### src/rtl/mem_access_stage_pkg.sv
// Shared definitions for the memory-access stage: datapath width, FSM encoding
// and the control bundle carried through the EX/MEM and MEM/WB registers.
`ifndef WORD
`define WORD 64
`endif

package mem_access_stage_pkg;

    typedef enum logic [1:0] {
        IDLE = 2'd0,
        REQ  = 2'd1,
        WAIT = 2'd2,
        DONE = 2'd3
    } state_t;

    typedef struct packed {
        logic       mem_read;
        logic       mem_write;
        logic       mem_to_reg;
        logic       reg_write;
        logic       branch;
        logic       uncond_branch;
        logic [4:0] rd;
    } ctrl_t;

    // mem_read wins when both mem_read and mem_write are set
    function automatic logic is_store(input ctrl_t c);
        return c.mem_write & ~c.mem_read;
    endfunction

endpackage

### src/rtl/mem_access_stage_ex_mem_reg.sv
// EX/MEM pipeline register: enable-gated, asynchronously cleared copy of the
// execute-stage data and control bundle.
module ex_mem_reg
    import mem_access_stage_pkg::*;
#(
    parameter int WORD = `WORD
) (
    input  logic            clk,
    input  logic            rst_n,
    input  logic            en,
    input  logic [WORD-1:0] alu_result,
    input  logic [WORD-1:0] store_data,
    input  logic [WORD-1:0] branch_target,
    input  ctrl_t           ctrl,
    output logic [WORD-1:0] alu_q,
    output logic [WORD-1:0] store_q,
    output logic [WORD-1:0] target_q,
    output ctrl_t           ctrl_q
);

    always_ff @(posedge clk or negedge rst_n) begin
        if (!rst_n) begin
            alu_q    <= '0;
            store_q  <= '0;
            target_q <= '0;
            ctrl_q   <= '0;
        end else if (en) begin
            alu_q    <= alu_result;
            store_q  <= store_data;
            target_q <= branch_target;
            ctrl_q   <= ctrl;
        end
    end

endmodule

### src/rtl/mem_access_stage.sv
// Memory stage: EX/MEM register, branch resolution and a req/gnt/rvalid data
// memory access, producing a one-cycle writeback pulse per instruction.
module mem_access_stage
    import mem_access_stage_pkg::*;
#(
    parameter int WORD     = `WORD,
    parameter int ADDR_LSB = 3
) (
    input  logic            clk,
    input  logic            rst_n,
    input  logic            ex_valid,
    output logic            ex_ready,
    input  logic [WORD-1:0] alu_result,
    input  logic [WORD-1:0] store_data,
    input  logic            zero,
    input  logic [WORD-1:0] branch_target,
    input  logic            mem_read,
    input  logic            mem_write,
    input  logic            mem_to_reg,
    input  logic            reg_write,
    input  logic            branch,
    input  logic            uncond_branch,
    input  logic [4:0]      rd,
    output logic            pc_src,
    output logic [WORD-1:0] pc_target,
    output logic            dmem_req,
    output logic            dmem_we,
    output logic [WORD-1:0] dmem_addr,
    output logic [WORD-1:0] dmem_wdata,
    input  logic            dmem_gnt,
    input  logic            dmem_rvalid,
    input  logic [WORD-1:0] dmem_rdata,
    output logic            wb_valid,
    output logic [WORD-1:0] wb_data,
    output logic [4:0]      wb_rd,
    output logic            wb_reg_write,
    output logic            misalign_err,
    output state_t          dbg_state
);

    state_t          state, state_nx;
    ctrl_t           ctrl_in, ctrl_q;
    logic [WORD-1:0] alu_q, store_q, target_q;
    logic [WORD-1:0] wb_data_q;
    logic            pc_src_q, misalign_q;
    logic            capture, in_mem, in_misalign, rdata_take;

    assign ctrl_in     = '{mem_read, mem_write, mem_to_reg, reg_write, branch, uncond_branch, rd};
    assign ex_ready    = (state == IDLE) || (state == DONE);
    assign capture     = ex_valid & ex_ready;
    assign in_mem      = mem_read | mem_write;
    assign in_misalign = in_mem & (alu_result[ADDR_LSB-1:0] != '0);
    // Load data is taken in WAIT, or in REQ when rvalid arrives together with gnt
    assign rdata_take  = dmem_rvalid &
                         (((state == REQ) && dmem_gnt && !is_store(ctrl_q)) || (state == WAIT));

    ex_mem_reg #(.WORD(WORD)) u_ex_mem_reg (
        .clk           (clk),
        .rst_n         (rst_n),
        .en            (capture),
        .alu_result    (alu_result),
        .store_data    (store_data),
        .branch_target (branch_target),
        .ctrl          (ctrl_in),
        .alu_q         (alu_q),
        .store_q       (store_q),
        .target_q      (target_q),
        .ctrl_q        (ctrl_q)
    );

    always_ff @(posedge clk or negedge rst_n) begin
        if (!rst_n) begin
            state      <= IDLE;
            pc_src_q   <= 1'b0;
            misalign_q <= 1'b0;
            wb_data_q  <= '0;
        end else begin
            state    <= state_nx;
            pc_src_q <= capture & (uncond_branch | (branch & zero));
            if (capture) begin
                misalign_q <= in_misalign;
                wb_data_q  <= alu_result;
            end else if (rdata_take) begin
                wb_data_q  <= dmem_rdata;
            end
        end
    end

    always_comb begin
        state_nx = state;
        unique case (state)
            IDLE, DONE: begin
                if (!ex_valid)        state_nx = IDLE;
                else if (in_misalign) state_nx = DONE;
                else if (in_mem)      state_nx = REQ;
                else                  state_nx = DONE;
            end
            REQ: begin
                if (dmem_gnt) begin
                    if (is_store(ctrl_q) || dmem_rvalid) state_nx = DONE;
                    else                                 state_nx = WAIT;
                end
            end
            WAIT: begin
                if (dmem_rvalid) state_nx = DONE;
            end
            default: state_nx = IDLE;
        endcase
    end

    // Request fields come from the EX/MEM register, so they hold until gnt
    assign dmem_req     = (state == REQ);
    assign dmem_we      = dmem_req & is_store(ctrl_q);
    assign dmem_addr    = dmem_req ? alu_q   : '0;
    assign dmem_wdata   = dmem_req ? store_q : '0;

    assign pc_src       = pc_src_q;
    assign pc_target    = target_q;
    assign wb_valid     = (state == DONE);
    assign wb_data      = wb_data_q;
    assign wb_rd        = ctrl_q.rd;
    assign wb_reg_write = wb_valid & ctrl_q.reg_write & ~misalign_q & ~is_store(ctrl_q);
    assign misalign_err = wb_valid & misalign_q;
    assign dbg_state    = state;

endmodule
### config.mk
export PLATFORM = sky130hd
export DESIGN_NAME = mem_access_stage
export DESIGN_NICKNAME = d
export VERILOG_FILES = /design/src/rtl/mem_access_stage_pkg.sv /design/src/rtl/mem_access_stage_ex_mem_reg.sv /design/src/rtl/mem_access_stage.sv
export SDC_FILE = /design/constraint.sdc
export NUM_CORES = 1
export LEC_CHECK = 0
export ABC_CLOCK_PERIOD_IN_PS = 1800
export BUFFER_PORTS_ARGS = -buffer_cell sky130_fd_sc_hd__buf_4
export CAP_MARGIN = 15
export CORE_AREA = 4 4 211 213
export CTS_CLUSTER_SIZE = 40
export DETAILED_ROUTE_END_ITERATION = 10
export DIE_AREA = 0 0 215 217
export GPL_ROUTABILITY_DRIVEN = 0
export MAX_ROUTING_LAYER = met4
export SLEW_MARGIN = 25
export SYNTH_ARGS = -nofsm -noshare
export SYNTH_HDL_FRONTEND = slang
export SYNTH_SLANG_ARGS = --single-unit
### constraint.sdc
create_clock -name clk -period 1.8 [get_ports clk]
set_input_delay 0.27 -clock clk [delete_from_list [all_inputs] [get_ports clk]]
set_output_delay 0.27 -clock clk [all_outputs]
set_load 0.05 [all_outputs]
==> metrics, run 1 <==
Final min period=2190 ps; number of synthesized flops with an enable pin=0; top cells by area, synth=dfrtp_1 60%, nand2_1 14%, and2_1 7.3%; H-tree levels=1; Synth top cells by count=412 x nand2_1, 268 x dfrtp_1, 130 x and2_1; failing checks=negative setup slack; crit path DAT=1920 ps; Logic pwr share=61.5%; Post-Syn Nets=1388; die height=217 microns; DRT antenna net count=0; Hold Slack=64.5 ps; GRT Total Usage=19.9%; die area=0.0467 sq mm; Synth async-reset ratio=100%; met1 usage=23.1%; Distinct cells, synth=28; max cap viols=0; DR vias=12000; area grow syn2layout=101%; Net Switching=20500 uW; RSZ-0062 raised after global routing=yes; register area share after synthesis=59.8%; Starting Density=26.3%; Achievable Freq=457 MHz; Syn Inst Count=1112; average cell area after synthesis=10.1 sq um; RR Startpoint=dbg_state[1]; busiest layer in global routing=met2; worst skew pair latency=570 ps; number of global-route vias before repair=12300; Synth area leader=dfrtp_1; CP max-delay cell=dfrtp_2; ant diodes=0; vias per cell=4.78; Main synth FF type=dfrtp_1; Final Worst Setup Slack=-391 ps; # DRC=0; DR iter-0 viols=771; Slew @ Worst Pin=417 ps; row count=76; CORE AREA=0.0427 sq mm; Cell Area, Synth=0.0112 sq mm; Final Hold Vio Count=0; net switching fraction of the power=45.1%; Fin Setup TNS=-87880 ps; Routed WL per cell=22.1 microns; first-pass GRT wire length=71900 microns; Cell Int Power=24900 uW; io pins=543; leading cell type by number of instances after synthesis=nand2_1; critical path, cell by cell=inv_2, ha_4, buf_12, clkbuf_16, and2_4, buf_8; Crit Path Class=flop to primary output; Critical Path Max Stage Delay=420 ps; flops & latches, synth=268; yosys warns=0; final period utilization=122%; status=finished, violations left; skew final=15.0 ps; Critical Path RT=1530 ps; CTS max path bufs=3; 1st-pass router iterations=5; # setup viols final=394; pre-CTS setup slack=-142 ps; CTS tree=done; Max rail drop VDD=1360 uV; Crit. Startpoint=dbg_state[1]; Root Driver=clkbuf_16; global routing usage on met2=34.4%; crit path capture type=primary output; Finished Core Util=52.7%; layout net count=2213; Worst Path Max Fanout=7; detailed-route wire length=55300 microns; initial antenna violation count=0; total gr overflow=0; leak pwr=0.0117 uW; TritonCTS buffer count=31; detailed-placement wirelength estimate=29900 microns; PwrDens=2020 mW/mm^2; Clock power frac=14.8%; CTS sink count=268; sequential power share=23.7%; post-synth top area share=59.8%; max_slew headroom=72.0%; pin count of the biggest net entering global routing=78; met3 Usage GRT=4.33%; crit start category=flop; hold_sp=alu_result[13]; Die W=215 microns; Slew Viols, Final=0; layout cells sized above 1=46.1%; clk slew on worst S/H paths=60 ps; Port Buffer Count=541; HP Class=input port to flop
-- cells by family (layout without fill, tap and decap cells) --
family | after synthesis | in the layout | synth area share [%]
AOI/OAI and AO/OA | 137 | 137 | 10.6
adders and majority gates | 3 | 3 | 0.335
buffers and inverters | 88 | 932 | 4.05
DFF | 268 | 268 | 59.8
muxes | 1 | 1 | 0.100
and+or+nand+nor | 615 | 618 | 25.2
-- worst paths after layout --
path                                            end  slack (ps)  depth (start not counted)
min reg2reg                u_ex_mem_reg.store_q[31]         470                          2
max                                   dmem_wdata[2]        -390                          6
max reg2reg                             wb_data[42]        -380                         11
min                          u_ex_mem_reg.alu_q[13]          60                          3
max in group asynchronous  u_ex_mem_reg.target_q[4]         820                          4
min in group asynchronous   u_ex_mem_reg.store_q[0]         210                          2
-- per-stage QoR --
step           area, sq um  power, uW  cells
3_5_place_dp         16300      30800   2151
3_3_place_gp         16300      30500   2151
6_report             22500      45400   2505
4_1_cts              20900      40800   2434
5_1_grt              22500      47300   2505
2_1_floorplan        11600      24400   1112
-- what timing repair did --
item | 4_1_cts | 5_1_grt
endpoints found under the hold margin | 432 | 0
hold buffers | 203 | 0
gates cloned | 10 | 48
setup buffers | 15 | 24
gates resized for setup | 300 | 127
pin swaps | 34 | 114
endpoints found under the setup margin | 198 | 401
-- layout by cell type, fill, tap and decap left out, types with 5 or more instances in the layout --
| cell type | synthesis | routed |
|---|---|---|
| a21o_1 | 65 | 65 |
| a221o_1 | 64 | 64 |
| and2_4 | 0 | 128 |
| and3_1 | 64 | 62 |
| and3_4 | 1 | 6 |
| buf_12 | 1 | 32 |
| buf_16 | 0 | 15 |
| buf_4 | 5 | 439 |
| buf_6 | 0 | 19 |
| buf_8 | 6 | 130 |
| bufinv_16 | 0 | 5 |
| clkbuf_1 | 51 | 7 |
| clkbuf_16 | 0 | 64 |
| clkbuf_8 | 0 | 6 |
| dfrtp_1 | 268 | 266 |
| dlygate4sd3_1 | 0 | 203 |
| nand2_1 | 412 | 377 |
| nand2_2 | 0 | 32 |
-- per-layer routing --
metal	part of all wire (%)	up-vias
li1	-	5319
met2	50	622
met3	6.9	136
met4	4.3	0
met1	39	5885
met5	0	-
-- power by group through the flow --
stage,sequential [uW],clock [uW],combinational [uW]
floorplan,15300,0,9090
global placement,10600,0,19900
detailed placement,10700,0,20100
CTS,10700,6860,23300
global route,11100,7090,29100
finish,10800,6730,27900
-- critical path: cells and delay by family (launching register included) --
kind,cells,cell delay (ps)
adder cells (fa/ha/maj),1,200
AND/OR/NAND/NOR,1,140
flip-flops,1,420
buffers and inverters,4,580
-- flip-flops by register name, summed over array words and instances (netlist names) --
signal	count
wb_data	64
u_ex_mem_reg.store_q	64
misalign_q	1
u_ex_mem_reg.ctrl_q	8
u_ex_mem_reg.target_q	64
dbg_state	2
u_ex_mem_reg.alu_q	64
pc_src	1
-- layout make-up --
| class | instances | area (sq um) |
|---|---|---|
| clock inverter | 11 | 193 |
| timing repair buffer | 872 | 9410 |
| tap | 546 | 683 |
| inverter | 5 | 18.8 |
| sequential | 268 | 6710 |
| multi-input combinational | 759 | 4610 |
| clock buffer | 44 | 885 |
| fill | 3523 | 20200 |
Power figures use the tool's default switching activity.
==> inputs of run 2 (changes only) <==
--- a/config.mk
+++ b/config.mk
@@ -5,13 +5,14 @@
 export SDC_FILE = /design/constraint.sdc
 export NUM_CORES = 1
 export LEC_CHECK = 0
+export ABC_AREA = 1
 export ABC_CLOCK_PERIOD_IN_PS = 1800
 export BUFFER_PORTS_ARGS = -buffer_cell sky130_fd_sc_hd__buf_4
 export CAP_MARGIN = 15
-export CORE_AREA = 4 4 211 213
+export CORE_MARGIN = 4
+export CORE_UTILIZATION = 30
 export CTS_CLUSTER_SIZE = 40
 export DETAILED_ROUTE_END_ITERATION = 10
-export DIE_AREA = 0 0 215 217
 export GPL_ROUTABILITY_DRIVEN = 0
 export MAX_ROUTING_LAYER = met4
 export SLEW_MARGIN = 25
==> metrics, run 2 <==
final period utilization=124% (+2.0 points); met3 Usage GRT=4.37% (+0.038 points); yosys warns=0 (unchanged); DRT antenna net count=0 (unchanged); commonest non-fill, non-tap cell in the layout=nand2_1; Achievable Freq=449 MHz (-1.6%); hold_sp=dmem_rdata[28]; Net Switching=21400 uW (+4.6%); register area share after synthesis=54.3% (-5.5 points); Cell Int Power=21800 uW (-13%); worst skew pair latency=580 ps (about the same); sequential power share=26.5% (+2.8 points); detailed-route wire length=51500 microns (-7.0%); post-synth top area share=54.3% (-5.5 points); flops & latches, synth=268 (unchanged); Root Driver=clkbuf_16; die area=0.0445 sq mm (-4.7%); TritonCTS buffer count=31 (unchanged); Logic pwr share=59.3% (-2.2 points); layout cells sized above 1=41.6% (-4.5 points); Distinct cells, synth=19 (-32%); global routing usage on met2=36.6% (+2.2 points); leak pwr=0.0129 uW (+10%); die height=211 microns (-2.8%); net switching fraction of the power=49.6% (+4.5 points); 1st-pass router iterations=7 (+2); CTS max path bufs=3 (unchanged); status=finished, violations left; crit path DAT=1960 ps (+40 ps); Slew Viols, Final=0 (unchanged); Die W=211 microns (-1.9%); met1 usage=27.5% (+4.4 points); CTS tree=done; Port Buffer Count=541 (unchanged); FF-to-FF path depth=10 (-1); critical path, cell by cell=ha_4, buf_12, buf_12, buf_16, nand2_4, clkinvlp_4, buf_8; total gr overflow=0 (unchanged); io pins=543 (unchanged); # DRC=0 (unchanged); max cap viols=0 (unchanged); Final Worst Setup Slack=-426 ps (-35.4 ps); Starting Density=30.3% (+4.0 points); failing checks=negative setup slack; Worst path most repeated cell=buf_12; Post-Syn Nets=1858 (+34%); CP max-delay cell=dfrtp_2; Critical Path Max Stage Delay=420 ps (about the same); clk slew on worst S/H paths=60 ps (about the same); max_slew headroom=63.2% (-8.8 points); Main synth FF type=dfrtp_1; # setup viols final=146 (-63%); CORE AREA=0.0407 sq mm (-4.6%); top cells by area, synth=dfrtp_1 54%, nand2_1 30%, nand3_2 4.9%; Syn Inst Count=1582 (+42%); Synth top cells by count=990 x nand2_1, 268 x dfrtp_1, 141 x inv_1; layout net count=2708 (+22%); row count=74 (-2.6%); Synth area leader=dfrtp_1; average cell area after synthesis=7.80 sq um (-23%); Crit Path Class=flop to primary output; DR iter-0 viols=713 (-7.5%); Max rail drop VDD=1270 uV (-6.7%); busiest layer in global routing=met2; H-tree levels=1 (unchanged); first-pass GRT wire length=77200 microns (+7.3%); initial antenna violation count=2 (+2); Critical Path RT=1530 ps (about the same); worst hold path depth=5 (+2); reg2reg end=wb_data[48]; delay-heaviest family, CP=buffers and inverters; DR vias=13400 (+12%); Finished Core Util=58.3% (+5.6 points); Slew @ Worst Pin=552 ps (+136 ps); flop-to-flop setup slack=-70 ps (+310 ps); RSZ-0062 raised after global routing=yes; PwrDens=1820 mW/mm^2 (-9.8%); Hold Path Sink=wb_data[28]; area grow syn2layout=92.4%; HP Class=input port to flop; Final Hold Vio Count=0 (unchanged); detailed-placement wirelength estimate=33500 microns (+12%); number of synthesized flops with an enable pin=0 (unchanged); Worst Path Max Fanout=8 (+1); Final min period=2230 ps (+35.4 ps); Cell Area, Synth=0.0123 sq mm (+10%); GRT Total Usage=22.2% (+2.2 points); Buf+Inv Stages, Crit Path=5 (+1); RR Startpoint=dbg_state[1]; vias per cell=4.49 (-5.9%); pin count of the biggest net entering global routing=59 (-24%); leading cell type by number of instances after synthesis=nand2_1; Hold Slack=40.8 ps (-23.7 ps); crit start category=flop; Clock power frac=14.2% (-0.6 points); highest-count cells in the layout ignoring fill and taps=863 x nand2_1, 477 x buf_4, 266 x dfrtp_1; skew final=16.1 ps (+1.07 ps); CTS sink count=268 (unchanged); number of global-route vias before repair=14100 (+15%); crit path capture type=primary output; Routed WL per cell=17.2 microns (-22%); Synth async-reset ratio=100% (unchanged)
==> run 2: changes by cell type after synthesis, moves of 60 or more <==
cell,before,now
nand2_1,412,990
inv_1,5,141
and2_1,130,0
a21o_1,65,0
a221o_1,64,0
and3_1,64,0
nand3_2,0,60
==> run 2: final cells by class <==
class                   count  area [sq um]
fillers                  3336         17000
repair buffers            908          8910
clock inverters             6          58.8
clock buffers              47           916
flip-flops and latches    268          6710
inverters                 143          1000
multi-input cells        1080          5480
diodes                      3          7.51
well taps                 532           666
==> run 2: timing repair <==
| item | 4_1_cts | 5_1_grt |
|---|---|---|
| hold buffers | 261 | 0 |
| gates resized for setup | 190 | 39 |
| setup endpoints to repair | 135 | 211 |
| cloned | 5 | 9 |
| pin swaps | 3 | 3 |
| endpoints found under the hold margin | 305 | 0 |
| buffers inserted | 14 | 8 |
==> run 2: tightest hold or removal path, cell delays in order <==
cell and delay, ps:
buf_4 80, nand2_1 60, nand2_1 70, nand2_1 50
nand2_1 40
==> run 2: kinds of logic after synthesis <==
logic type	after synthesis	share of synthesized area [%]
simple gates	1069	35.8
flops	268	54.3
buf+inv	234	9.23
compound gates	8	0.334
fa+ha+maj	3	0.304
==> run 2: worst max path at each step <==
| stage | from | endpoint | slack, ps | depth (start not counted) |
|---|---|---|---|---|
| 2_1_floorplan | dbg_state[0] | wb_reg_write | -180 | 3 |
| 3_3_place_gp | dbg_state[1] | wb_data[63] | 20 | 8 |
| 3_5_place_dp | dbg_state[0] | wb_data[63] | -10 | 9 |
| 4_1_cts | dbg_state[0] | dmem_addr[45] | -470 | 7 |
| 5_1_grt | dbg_state[1] | dmem_addr[39] | -510 | 8 |
| 6_report | dbg_state[0] | dmem_addr[45] | -430 | 7 |
==> run 2: power by group through the flow <==
stage | clock [uW] | sequential, uW | combinational, uW
after global routing | 6560 | 11800 | 27300
after CTS | 6330 | 11400 | 24400
final | 6150 | 11400 | 25600
after floorplan | 0 | 16000 | 11000
after global placement | 0 | 11400 | 22500
after detailed placement | 0 | 11400 | 22700
==> run 2: per-layer routing <==
| layer | share of wire (%) | wire length [microns] |
|---|---|---|
| met5 | 0 | 0 |
| met4 | 3.4 | 1770 |
| met3 | 6.5 | 3350 |
| met2 | 48 | 25000 |
| met1 | 42 | 21400 |
==> run 2: through the flow <==
step | instance area (sq um) | power, uW | TNS [ps] | cells | setup slack [ps]
6_report | 23700 | 43200 | -45580 | 2987 | -426
5_1_grt | 23700 | 45700 | -57550 | 2986 | -508
4_1_cts | 23300 | 42200 | -51400 | 2969 | -475
3_5_place_dp | 18800 | 34100 | -10.5 | 2637 | -10.5
3_3_place_gp | 18800 | 33800 | 0 | 2637 | 15.1
2_1_floorplan | 13900 | 27000 | -26830 | 1582 | -176
==> inputs of run 3 (changes only) <==
--- a/config.mk
+++ b/config.mk
@@ -9,6 +9,7 @@
 export ABC_CLOCK_PERIOD_IN_PS = 1800
 export BUFFER_PORTS_ARGS = -buffer_cell sky130_fd_sc_hd__buf_4
 export CAP_MARGIN = 15
+export CORE_ASPECT_RATIO = 0.6
 export CORE_MARGIN = 4
 export CORE_UTILIZATION = 30
 export CTS_CLUSTER_SIZE = 40
==> metrics, run 3 (same netlist as run 2, synthesis figures left out) <==
status=finished, violations left; failing checks=negative setup slack; max_slew headroom=72.1% (+8.9 points); CORE AREA=0.0405 sq mm (-0.57%); Starting Density=30.5% (+0.17 points); Post-DP Area=0.0187 sq mm (-0.30%); Crit Path Class=flop to primary output; crit path DAT=1930 ps (-30 ps); area grow syn2layout=94.2%; PwrDens=1840 mW/mm^2 (+1.3%); RSZ-0062 raised after global routing=yes; CTS max path bufs=3 (unchanged); H-tree levels=1 (unchanged); pin count of the biggest net entering global routing=88 (+49%); DRT antenna net count=0 (unchanged); # DRC=0 (unchanged); HP Class=input port to flop; Die W=270 microns (+28%); CTS sink count=268 (unchanged); critical path, cell by cell=buf_6, ha_4, buf_12, buf_16, nand2_4, clkinvlp_4, buf_6; CTS tree=done; Root Driver=clkbuf_16; final period utilization=122% (-1.5 points); io pins=543 (unchanged); total gr overflow=0 (unchanged); leak pwr=0.0130 uW (+0.58%); met1 usage=27.4% (-0.19 points); Routed WL per cell=17.8 microns (+3.5%); # setup viols final=337 (+130%); global routing usage on met2=36.9% (+0.30 points); layout net count=2701 (-0.26%); DR iter-0 viols=818 (+15%); met3 Usage GRT=4.72% (+0.36 points); Slew Viols, Final=0 (unchanged); Final Hold Vio Count=0 (unchanged); crit start category=flop; FF-to-FF path depth=12 (+2); detailed-placement wirelength estimate=33400 microns (-0.35%); Critical Path Max Stage Delay=410 ps (about the same); highest-count cells in the layout ignoring fill and taps=818 x nand2_1, 441 x buf_4, 266 x dfrtp_1; die height=165 microns (-22%); skew final=10.5 ps (-5.59 ps); detailed-route wire length=53200 microns (+3.3%); Max rail drop VDD=1270 uV (+0.37%); delay-heaviest family, CP=buffers and inverters; GRT Total Usage=22.2% (+0.058 points); layout cells sized above 1=44.1% (+2.5 points); CP max-delay cell=dfrtp_2; Achievable Freq=455 MHz (+1.2%); max cap viols=0 (unchanged); crit path capture type=primary output; Worst Path Max Fanout=9 (+1); DR vias=13500 (+0.29%); Critical Path RT=1530 ps (about the same); final cell area excluding filler cells=0.0240 sq mm (+0.94%); worst hold path depth=5 (unchanged); die area=0.0446 sq mm (+0.24%); Final min period=2200 ps (-27.4 ps); Slew @ Worst Pin=419 ps (-133 ps); row count=57 (-23%); vias per cell=4.51 (+0.43%); busiest layer in global routing=met2; commonest non-fill, non-tap cell in the layout=nand2_1; TritonCTS buffer count=28 (-9.7%); Worst path depth=7 (unchanged); Port Buffer Count=541 (unchanged); Worst path most repeated cell=buf_6; first-pass GRT wire length=77200 microns (about the same); 1st-pass router iterations=5 (-2); Buf+Inv Stages, Crit Path=5 (unchanged); worst skew pair latency=550 ps (-30 ps); Final Worst Setup Slack=-399 ps (+27.4 ps); clk slew on worst S/H paths=60 ps (about the same); initial antenna violation count=6 (+4); number of global-route vias before repair=14100 (+0.099%); Tot Pwr=44200 uW (+2.2%)
-- run 3: changes by cell type in the layout (fill, tap and decap cells not counted), sizes merged --
cell | before | now
buf | 638 | 642
bufbuf | 1 | 0
bufinv | 1 | 3
clkbuf | 55 | 52
clkinv | 4 | 10
clkinvlp | 120 | 121
diode | 3 | 6
dlygate4sd3 | 261 | 247
inv | 24 | 23
-- run 3: final timing paths --
path                                            from                   endpoint  slack [ps]
hold reg to reg            u_ex_mem_reg.target_q[22]  u_ex_mem_reg.target_q[22]         480
max in group asynchronous                      rst_n     u_ex_mem_reg.alu_q[50]         820
setup reg to reg                        dbg_state[1]   u_ex_mem_reg.store_q[32]        -190
hold / removal                        alu_result[62]                wb_data[62]          40
min in group asynchronous                      rst_n  u_ex_mem_reg.target_q[44]         230
setup / recovery                        dbg_state[0]              dmem_addr[18]        -400
-- run 3: metrics by stage --
step | util, % | hold slack [ps] | TNS (ps) | worst slack, ps | cells
CTS | 57.2 | 0.869 | -53500 | -429 | 2947
floorplan | - | -25.6 | -26830 | -176 | 1582
detailed placement | 46.2 | 214 | 0 | 21.0 | 2632
global placement | 46.2 | 212 | 0 | 3.69 | 2632
finish | 59.2 | 39.9 | -68740 | -399 | 2983
global route | 59.2 | 34.0 | -94660 | -464 | 2983
-- run 3: layout make-up --
cell class                      instances  area [sq um]
Antenna cell                            6          15.0
Clock buffer                           38           800
Clock inverter                         13           143
Fill cell                            3272         16500
Inverter                              143          1010
Multi-Input combinational cell       1080          5640
Sequential cell                       268          6710
Tap cell                              531           664
Timing Repair Buffer                  903          8970
Timing Repair inverter                  1          20.0
-- run 3: worst min-delay path: cells and delay by family --
kind                   cells  cell delay (ps)
and+or+nand+nor            4              200
buffers and inverters      1               80
-- run 3: report_power, final --
group,internal (uW),leakage [uW],switching (uW)
sequential,9010,0.00332,2420
combinational,9720,0.00922,16900
clock,3530,0.000470,2560
total,22300,0.0130,21900
-- run 3: layer usage --
metal  wire length, microns  vias to the layer above
met4                   2020                        0
met1                  22400                     6485
met2                  25700                      466
li1                       -                     6380
met3                   3080                      123
met5                      0                        -
-- run 3: what timing repair did --
item	4_1_cts	5_1_grt
endpoints found under the setup margin	137	276
resized for setup	199	86
hold buffers	247	0
buffers inserted	10	15
cloned	7	17
hold endpoints to repair	331	0
pin swaps	5	8
